===== src/rtl/rv_mem_seq.sv =====
// rv_mem_seq: memory access sequencer between the multicycle RISC-V
// control/datapath and a single-ported, variable-latency word memory.
// One fetch/load/store is accepted at a time in IDLE. The memory request is
// held stable until mem_ack arrives or the wait budget runs out.
//
// Ports
//   clk, rst           clock, synchronous active-low reset
//   req/we/addr/wdata  access request from control (sampled in IDLE only)
//   busy               high whenever the sequencer is not IDLE
//   done / fault       one-cycle completion / abort pulses
//   rdata              last word read; held until the next read completes
//   fault_code         00 none, 01 misaligned, 10 timeout
//   mem_*              memory-side request/response handshake
//
// state  | meaning
// -------+--------------------------------------------------------------
// IDLE   | waiting for req; aligned req latches the access, else FAULT
// ACCESS | mem_req held; waits for mem_ack or wait-budget expiry
// DONE   | one-cycle done pulse, then IDLE
// FAULT  | one-cycle fault pulse (misaligned or timeout), then IDLE

module rv_mem_seq #(
   parameter int unsigned TIMEOUT_CYC = 16
) (
   input  logic        clk,
   input  logic        rst,
   input  logic        req,
   input  logic        we,
   input  logic [31:0] addr,
   input  logic [31:0] wdata,
   output logic        busy,
   output logic        done,
   output logic [31:0] rdata,
   output logic        fault,
   output logic [1:0]  fault_code,
   output logic        mem_req,
   output logic        mem_we,
   output logic [31:0] mem_addr,
   output logic [31:0] mem_wdata,
   input  logic [31:0] mem_rdata,
   input  logic        mem_ack
);

   typedef enum logic [1:0] {
      S_IDLE   = 2'd0,
      S_ACCESS = 2'd1,
      S_DONE   = 2'd2,
      S_FAULT  = 2'd3
   } state_t;

   localparam logic [7:0] WAIT_LAST = 8'(TIMEOUT_CYC - 1);
   localparam logic [1:0] CODE_NONE = 2'b00;
   localparam logic [1:0] CODE_MISALIGN = 2'b01;
   localparam logic [1:0] CODE_TIMEOUT = 2'b10;

   state_t      state_q, state_d;
   logic [7:0]  wait_cnt_q, wait_cnt_d;
   logic [31:0] rdata_q, rdata_d;
   logic [31:0] mem_addr_q, mem_addr_d;
   logic [31:0] mem_wdata_q, mem_wdata_d;
   logic        mem_we_q, mem_we_d;
   logic [1:0]  fault_code_q, fault_code_d;

   always_comb begin
      state_d      = state_q;
      wait_cnt_d   = wait_cnt_q;
      rdata_d      = rdata_q;
      mem_addr_d   = mem_addr_q;
      mem_wdata_d  = mem_wdata_q;
      mem_we_d     = mem_we_q;
      fault_code_d = fault_code_q;
      case (state_q)
         S_IDLE: begin
            if (req) begin
               if (addr[1:0] != 2'b00) begin
                  fault_code_d = CODE_MISALIGN;
                  state_d      = S_FAULT;
               end else begin
                  mem_addr_d   = addr;
                  mem_wdata_d  = wdata;
                  mem_we_d     = we;
                  wait_cnt_d   = 8'd0;
                  fault_code_d = CODE_NONE;
                  state_d      = S_ACCESS;
               end
            end
         end
         S_ACCESS: begin
            // An ack in the last budget cycle still completes the access.
            if (mem_ack) begin
               if (!mem_we_q) begin
                  rdata_d = mem_rdata;
               end
               state_d = S_DONE;
            end else if (wait_cnt_q == WAIT_LAST) begin
               fault_code_d = CODE_TIMEOUT;
               state_d      = S_FAULT;
            end else begin
               wait_cnt_d = wait_cnt_q + 8'd1;
            end
         end
         S_DONE:  state_d = S_IDLE;
         S_FAULT: state_d = S_IDLE;
         default: state_d = S_IDLE;
      endcase
   end

   always_ff @(posedge clk) begin
      if (!rst) begin
         state_q      <= S_IDLE;
         wait_cnt_q   <= 8'd0;
         rdata_q      <= 32'd0;
         mem_addr_q   <= 32'd0;
         mem_wdata_q  <= 32'd0;
         mem_we_q     <= 1'b0;
         fault_code_q <= CODE_NONE;
      end else begin
         state_q      <= state_d;
         wait_cnt_q   <= wait_cnt_d;
         rdata_q      <= rdata_d;
         mem_addr_q   <= mem_addr_d;
         mem_wdata_q  <= mem_wdata_d;
         mem_we_q     <= mem_we_d;
         fault_code_q <= fault_code_d;
      end
   end

   // Handshake outputs decode straight from the state register.
   assign busy       = (state_q != S_IDLE);
   assign done       = (state_q == S_DONE);
   assign fault      = (state_q == S_FAULT);
   assign mem_req    = (state_q == S_ACCESS);
   assign mem_we     = mem_we_q & (state_q == S_ACCESS);
   assign mem_addr   = mem_addr_q;
   assign mem_wdata  = mem_wdata_q;
   assign rdata      = rdata_q;
   assign fault_code = fault_code_q;

endmodule

===== config.mk =====
export PLATFORM = sky130hd
export DESIGN_NAME = rv_mem_seq
export DESIGN_NICKNAME = d
export VERILOG_FILES = /design/src/rtl/rv_mem_seq.sv
export SDC_FILE = /design/constraint.sdc
export NUM_CORES = 1
export LEC_CHECK = 0
export CAP_MARGIN = 20
export CORE_ASPECT_RATIO = 0.9
export CORE_UTILIZATION = 35
export DETAILED_ROUTE_END_ITERATION = 8
export HOLD_SLACK_MARGIN = 0.06
export PLACE_DENSITY = 0.73
export SYNTH_ARGS = -nofsm -noshare
export SYNTH_HDL_FRONTEND = slang
export SYNTH_SLANG_ARGS = --single-unit

===== constraint.sdc =====
create_clock -name clk -period 1.8 [get_ports clk]
set_input_delay 0.27 -clock clk [delete_from_list [all_inputs] [get_ports clk]]
set_output_delay 0.27 -clock clk [all_outputs]
set_load 0.05 [all_outputs]

==> results of run 1 <==
[state kept, by name (all words and copies together) (netlist names)]
name and cells:
wait_cnt_q 8, state_q 2, rdata 32, mem_wdata 32, fault_code 2, mem_we_q 1, mem_addr 32
[how the worst max path moves through the flow]
stage,startpoint,endpoint,cells after the start
floorplan,state_q[0],rdata[10],6
global placement,req,wait_cnt_q[4],6
detailed placement,req,mem_addr[1],5
CTS,mem_wdata[20],mem_wdata[20],1
global route,req,mem_we_q,8
finish,req,mem_wdata[15],8
[worst min-delay path, delay by kind of cell, from the launching register on]
family / cells / cell delay (ns)
and+or+nand+nor: 1 / 0.05
DFF: 1 / 0.31
AOI/OAI and AO/OA: 1 / 0.05
[routing by layer]
metal	share of wire, %	global-route usage (%)	vias up
met5	0	0	-
met4	0.63	5.15	0
met3	9.4	8.19	6
met2	48	30.9	148
met1	42	20.8	1858
li1	-	-	2066
[per-stage QoR]
step	setup TNS, ns	instance area, sq um	power [uW]	utilization (%)	cells
5_1_grt	-0.513	7100	5770	59.0	870
3_3_place_gp	-21.17	6590	3550	54.8	852
4_1_cts	0	6900	5610	57.4	868
2_1_floorplan	0	4300	3080	-	507
3_5_place_dp	-23.87	6590	3560	54.8	852
6_report	0	7100	5530	59.0	870
[report_power, final]
group | leakage [uW] | internal, uW | total (uW) | switching (uW)
Sequential | 0.000883 | 2490 | 2530 | 40.1
Combinational | 0.00249 | 464 | 983 | 519
Clock | 0.000148 | 1150 | 2020 | 870
[logic make-up (layout without fill, tap and decap cells)]
group | Yosys count | in the layout | share of synthesized area [%]
and+or+nand+nor | 241 | 241 | 24.3
AOI/OAI and AO/OA | 115 | 115 | 19.8
DFF | 109 | 109 | 50.7
buffers and inverters | 37 | 240 | 4.01
muxes | 4 | 4 | 0.931
adders and majority gates | 1 | 1 | 0.291
[synthesized netlist by cell type (3+ instances only)]
master and instances:
a21boi_0 37, a21boi_1 60, a21oi_1 5, and2_1 3, and3_1 3, buf_2 15, clkbuf_1 19, dfxtp_1 109
mux2i_1 4, nand2_1 198, nand2b_1 4, nand3_1 7, nand3b_1 5, nor2b_1 3, o22ai_1 3
[repair_timing]
item | CTS | global route
gates resized for setup | 5 | 60
hold buffers | 0 | 0
buffers inserted | 0 | 1
pin swaps | 0 | 1
gates cloned | 0 | 1
setup endpoints to repair | 8 | 61
[final cells by class]
cell class | count | area [sq um] | share of cell area [%]
well taps | 160 | 200 | 2.82
clock buffers | 11 | 253 | 3.56
flip-flops and latches | 109 | 2180 | 30.8
repair buffers | 223 | 2430 | 34.3
multi-input cells | 361 | 1960 | 27.7
inverters | 1 | 3.75 | 0.0529
clock inverters | 5 | 58.8 | 0.829
==> metrics.md, run 1 <==
| Metric | Value |
|---|---|
| Register area share after synthesis | `between 50% and 60%` |
| RSZ-0062 raised after global routing | `yes` |
| Slowest CP cell | `clkdlybuf4s50_1` |
| Initial core utilization | `a little over a third` |
| Antenna diodes | `0` |
| Leakage | `about 0.0035 uW` |
| Drt pass-1 iters | `5` |
| Layout net count | `roughly 800` |
| Clk_lat worst skew | `0.35 ns` |
| Tot GR Track Use | `a little under a fifth` |
| I/O Pins | `~200` |
| Wire per inst | `13.5 um` |
| Power Density | `780 mW/mm^2` |
| Arrival time at the worst endpoint | `2.06 ns` |
| DR iter-0 viols | `292` |
| Hpwl dp | `between 8 and 9 mm` |
| Final slew viol count | `0` |
| Largest net degree at the start of global routing | `66` |
| Crit path largest cell delay | `0.50 ns` |
| Worst Path Buf+Inv | `4` |
| Yosys warnings | `0` |
| Origin of the critical flop-to-flop path | `state_q[0]` |
| Mapped Avg Cell Area | `between 8 and 9 sq um` |
| Minimum clock period | `approximately 1.8 ns` |
| Worst Hold Slack | `between 0.4 and 0.5 ns` |
| Mapped cell area | `about 0.0043 sq mm` |
| Top cells by area, synth | `dfxtp_1 (51%), nand2_1 (17%), a21boi_1 (10%), a21boi_0 (6.5%), buf_2 (1.7%)` |
| Seq cells post-synth | `around 110` |
| Fmax | `558 MHz` |
| Startpoint Class | `input port` |
| Clock Path Buffers | `2` |
| GRT Residual Overflow | `0` |
| Worst r2r dst | `wait_cnt_q[5]` |
| Max rail drop VDD | `around 600 uV` |
| Outcome | `finished clean` |
| Global-route wire length before repair | `around 19 mm` |
| Post-Route Skew | `around 0.0053 ns` |
| Placer's final routability congestion estimate | `0.781` |
| Reg2reg path depth | `4` |
| Layout cell share with drive strength beyond 1 | `under 10%` |
| Tcrit/Tclk final | `99.5%` |
| Worst-path clk slew | `roughly 0.070 ns` |
| CTS Buf Count | `9` |
| Synth unique cells | `a little over 40` |
| TritonCTS clock tree | `built` |
| Hold_sp | `mem_addr[25]` |
| Worst path most repeated cell | `buf_12` |
| CP delay by family, top | `buffers and inverters` |
| Number of synthesized flops with an enable pin | `0` |
| Htree depth | `3` |
| Final setup vio count | `0` |
| Critical path peak fanout | `26` |
| CTS root buffer | `clkbuf_16` |
| Top FF cell, synth | `dfxtp_1` |
| Chip height | `107 um` |
| Hold Violations, Final | `0` |
| Final WL | `roughly 12 mm` |
| Dpl ws | `-0.394 ns` |
| Core Footprint | `0.0120 sq mm` |
| Antenna-violating nets left | `0` |
| Rows | `38` |
| Yosys top cell area share | `between 50 and 60%` |
| Worst Path Required | `between 2 and 2.5 ns` |
| DRC Markers | `0` |
| Hold Path Class | `flop to flop` |
| Commonest non-fill, non-tap cell in the layout | `nand2_1` |
| Cell breakdown of the critical path | `clkdlybuf4s50_1 -> or3b_4 -> buf_4 -> nor3_4 -> buf_12 -> buf_12 -> nand2_1 -> a21boi_1` |
| WS Path Type | `input port to flop` |
| # port buffers | `between 200 and 250` |
| Clk sinks | `about 110` |
| Vias after detailed routing | `between 4000 and 5000` |
| Initial antenna violation count | `0` |
| Worst Hold Depth | `2` |
| WHS Endpoint | `mem_addr[25]` |
| Die area | `around 0.013 sq mm` |
| Mapped Nets | `609` |
| FILL cells | `~1000` |
| CP endpoint kind | `flop` |
| Worst slew margin | `between 60% and 70%` |
| Synth async-reset ratio | `0%` |
| Most frequent cells in the layout | `nand2_1 (198), clkdlybuf4s50_1 (124), dfxtp_1 (108)` |
| Gate Count Post-Synth | `a little over 500` |
| Post-synth top area cell | `dfxtp_1` |
| Worst Max-Slew Pin Slew | `0.548 ns` |
| Vias in the first global route | `3953` |
| Register-to-register setup slack | `about 0.070 ns` |
| Layout area overhead | `65.0%` |
| Max-cap check violation count | `0` |
| Final Worst Setup Slack | `slightly below 0.009 ns` |
| DR vias/cell | `between 4 and 5` |
| Die Width | `~120 um` |
No activity file was read; power rests on OpenSTA's default activity.
==> inputs of run 2 (changes only) <==
--- a/config.mk
+++ b/config.mk
@@ -11,6 +11,7 @@
 export DETAILED_ROUTE_END_ITERATION = 8
 export HOLD_SLACK_MARGIN = 0.06
 export PLACE_DENSITY = 0.73
+export RECOVER_POWER = 25
 export SYNTH_ARGS = -nofsm -noshare
 export SYNTH_HDL_FRONTEND = slang
 export SYNTH_SLANG_ARGS = --single-unit
==> metrics.md, run 2 (synthesized netlist as in run 1, its figures left out) <==
| Metric | Value |
|---|---|
| Initial core utilization | `35.8% (unchanged)` |
| Worst Hold Slack | `0.451 ns (-0.0000120 ns)` |
| Critical path peak fanout | `26 (unchanged)` |
| Clk_lat worst skew | `0.35 ns (about the same)` |
| Final Worst Setup Slack | `0.0101 ns (+0.00138 ns)` |
| Vias after detailed routing | `4097 (+0.47%)` |
| Tcrit/Tclk final | `99.4% (about the same)` |
| Final WL | `11.7 mm (-0.15%)` |
| Reg area | `0.00218 sq mm (unchanged)` |
| Worst Max-Slew Pin Slew | `0.649 ns (+0.101 ns)` |
| CTS Buf Count | `9 (unchanged)` |
| Layout net count | `807 (unchanged)` |
| I/O Pins | `204 (unchanged)` |
| Multi-input gate area | `0.00196 sq mm (unchanged)` |
| Minimum clock period | `1.79 ns (-0.00138 ns)` |
| Initial antenna violation count | `0 (unchanged)` |
| Hpwl dp | `8.08 mm (unchanged)` |
| Largest net degree at the start of global routing | `66 (unchanged)` |
| Worst-path clk slew | `0.07 ns (about the same)` |
| Dpl ws | `-0.394 ns (unchanged)` |
| Layout area overhead | `57.6%` |
| Chip height | `107 um (unchanged)` |
| FILL cells | `1099 (+5.3%)` |
| Antenna diodes | `0 (unchanged)` |
| Clk sinks | `109 (unchanged)` |
| DR vias/cell | `4.71 (+0.47%)` |
| Startpoint Class | `input port` |
| Core Footprint | `0.0120 sq mm (unchanged)` |
| Fmax | `559 MHz (about the same)` |
| TritonCTS clock tree | `built` |
| Die Width | `119 um (unchanged)` |
| Layout cell share with drive strength beyond 1 | `7.61% (-2.0 points)` |
| DRC Markers | `0 (unchanged)` |
| Htree depth | `3 (unchanged)` |
| WS Path Type | `input port to flop` |
| CP endpoint kind | `flop` |
| Vias in the first global route | `3953 (unchanged)` |
| Clock Path Buffers | `2 (unchanged)` |
| Hold Path Class | `flop to flop` |
| Final setup vio count | `0 (unchanged)` |
| Commonest non-fill, non-tap cell in the layout | `nand2_1` |
| Global-route wire length before repair | `18.6 mm (unchanged)` |
| DR iter-0 viols | `302 (+3.4%)` |
| Leakage | `0.00285 uW (-19%)` |
| RSZ-0062 raised after global routing | `yes` |
| Die area | `0.0127 sq mm (unchanged)` |
| Hold Violations, Final | `0 (unchanged)` |
| GRT Residual Overflow | `0 (unchanged)` |
| Most frequent cells in the layout | `nand2_1 (198), clkdlybuf4s50_1 (124), dfxtp_1 (108)` |
| Max rail drop VDD | `602 uV (-1.4%)` |
| CTS root buffer | `clkbuf_16` |
| Outcome | `finished clean` |
| Drt pass-1 iters | `4 (-1)` |
| Final slew viol count | `0 (unchanged)` |
| Placer's final routability congestion estimate | `0.781 (unchanged)` |
| Arrival time at the worst endpoint | `2.06 ns (about the same)` |
| Power Density | `811 mW/mm^2 (+4.0%)` |
| Tot GR Track Use | `18.3% (unchanged)` |
| Worst Path Required | `2.07 ns (about the same)` |
| Antenna-violating nets left | `0 (unchanged)` |
| Max-cap check violation count | `0 (unchanged)` |
| Post-Route Skew | `0.00483 ns (-0.000437 ns)` |
| # port buffers | `203 (unchanged)` |
| Wire per inst | `13.5 um (-0.15%)` |
| Worst slew margin | `56.9% (-6.5 points)` |
| Rows | `38 (unchanged)` |
[run 2: metrics by stage]
stage / util [%] / std cells / setup TNS, ns / area [sq um] / total power (uW)
after floorplan: - / 507 / 0 / 4300 / 3080
after global placement: 54.8 / 852 / -21.17 / 6590 / 3550
after detailed placement: 54.8 / 852 / -23.87 / 6590 / 3560
after CTS: 57.4 / 868 / 0 / 6900 / 5610
after global routing: 56.4 / 870 / -0.513 / 6780 / 5740
final: 56.4 / 870 / 0 / 6780 / 5500
[run 2: critical path, cell delays in order]
cell             delay (ns)
clkdlybuf4s50_1        0.50
or3b_4                 0.40
buf_4                  0.15
nor3_4                 0.20
buf_12                 0.15
buf_12                 0.16
nand2_1                0.07
a21boi_1               0.15
[run 2: per-layer routing]
| layer | routed length (um) | GRT usage, % | up-vias |
|---|---|---|---|
| li1 | - | - | 2066 |
| met1 | 4910 | 20.8 | 1877 |
| met2 | 5620 | 30.9 | 145 |
| met3 | 1070 | 8.19 | 9 |
| met4 | 108 | 5.15 | 0 |
| met5 | 0 | 0 | - |
[run 2: worst paths after layout]
kind,slack [ns],depth (start not counted),endpoint,startpoint
setup / recovery,0.01,8,mem_wdata[15],req
hold / removal,0.45,2,mem_addr[25],mem_addr[25]
setup reg to reg,0.07,4,wait_cnt_q[5],state_q[0]
hold reg to reg,0.45,2,mem_addr[25],mem_addr[25]
[run 2: layout make-up]
class | count | share of cell area (%)
multi-input combinational | 361 | 29.0
clock inverter | 5 | 0.867
sequential | 109 | 32.2
inverter | 1 | 0.0554
tap | 160 | 2.95
timing repair buffer | 223 | 31.2
clock buffer | 11 | 3.73
[run 2: report_power, final]
group	total [uW]	leakage [uW]	switching (uW)	internal (uW)
Clock	2020	0.000148	865	1150
Sequential	2530	0.000883	40.5	2490
Combinational	952	0.00182	519	433
Total	5500	0.00285	1420	4070
[run 2: repair_timing]
action,CTS,global route
hold buffers,0,0
gates cloned,0,1
endpoints found under the hold margin,0,0
pin swaps,0,1
setup endpoints to repair,8,61
gates resized for setup,5,60
buffers inserted,0,1
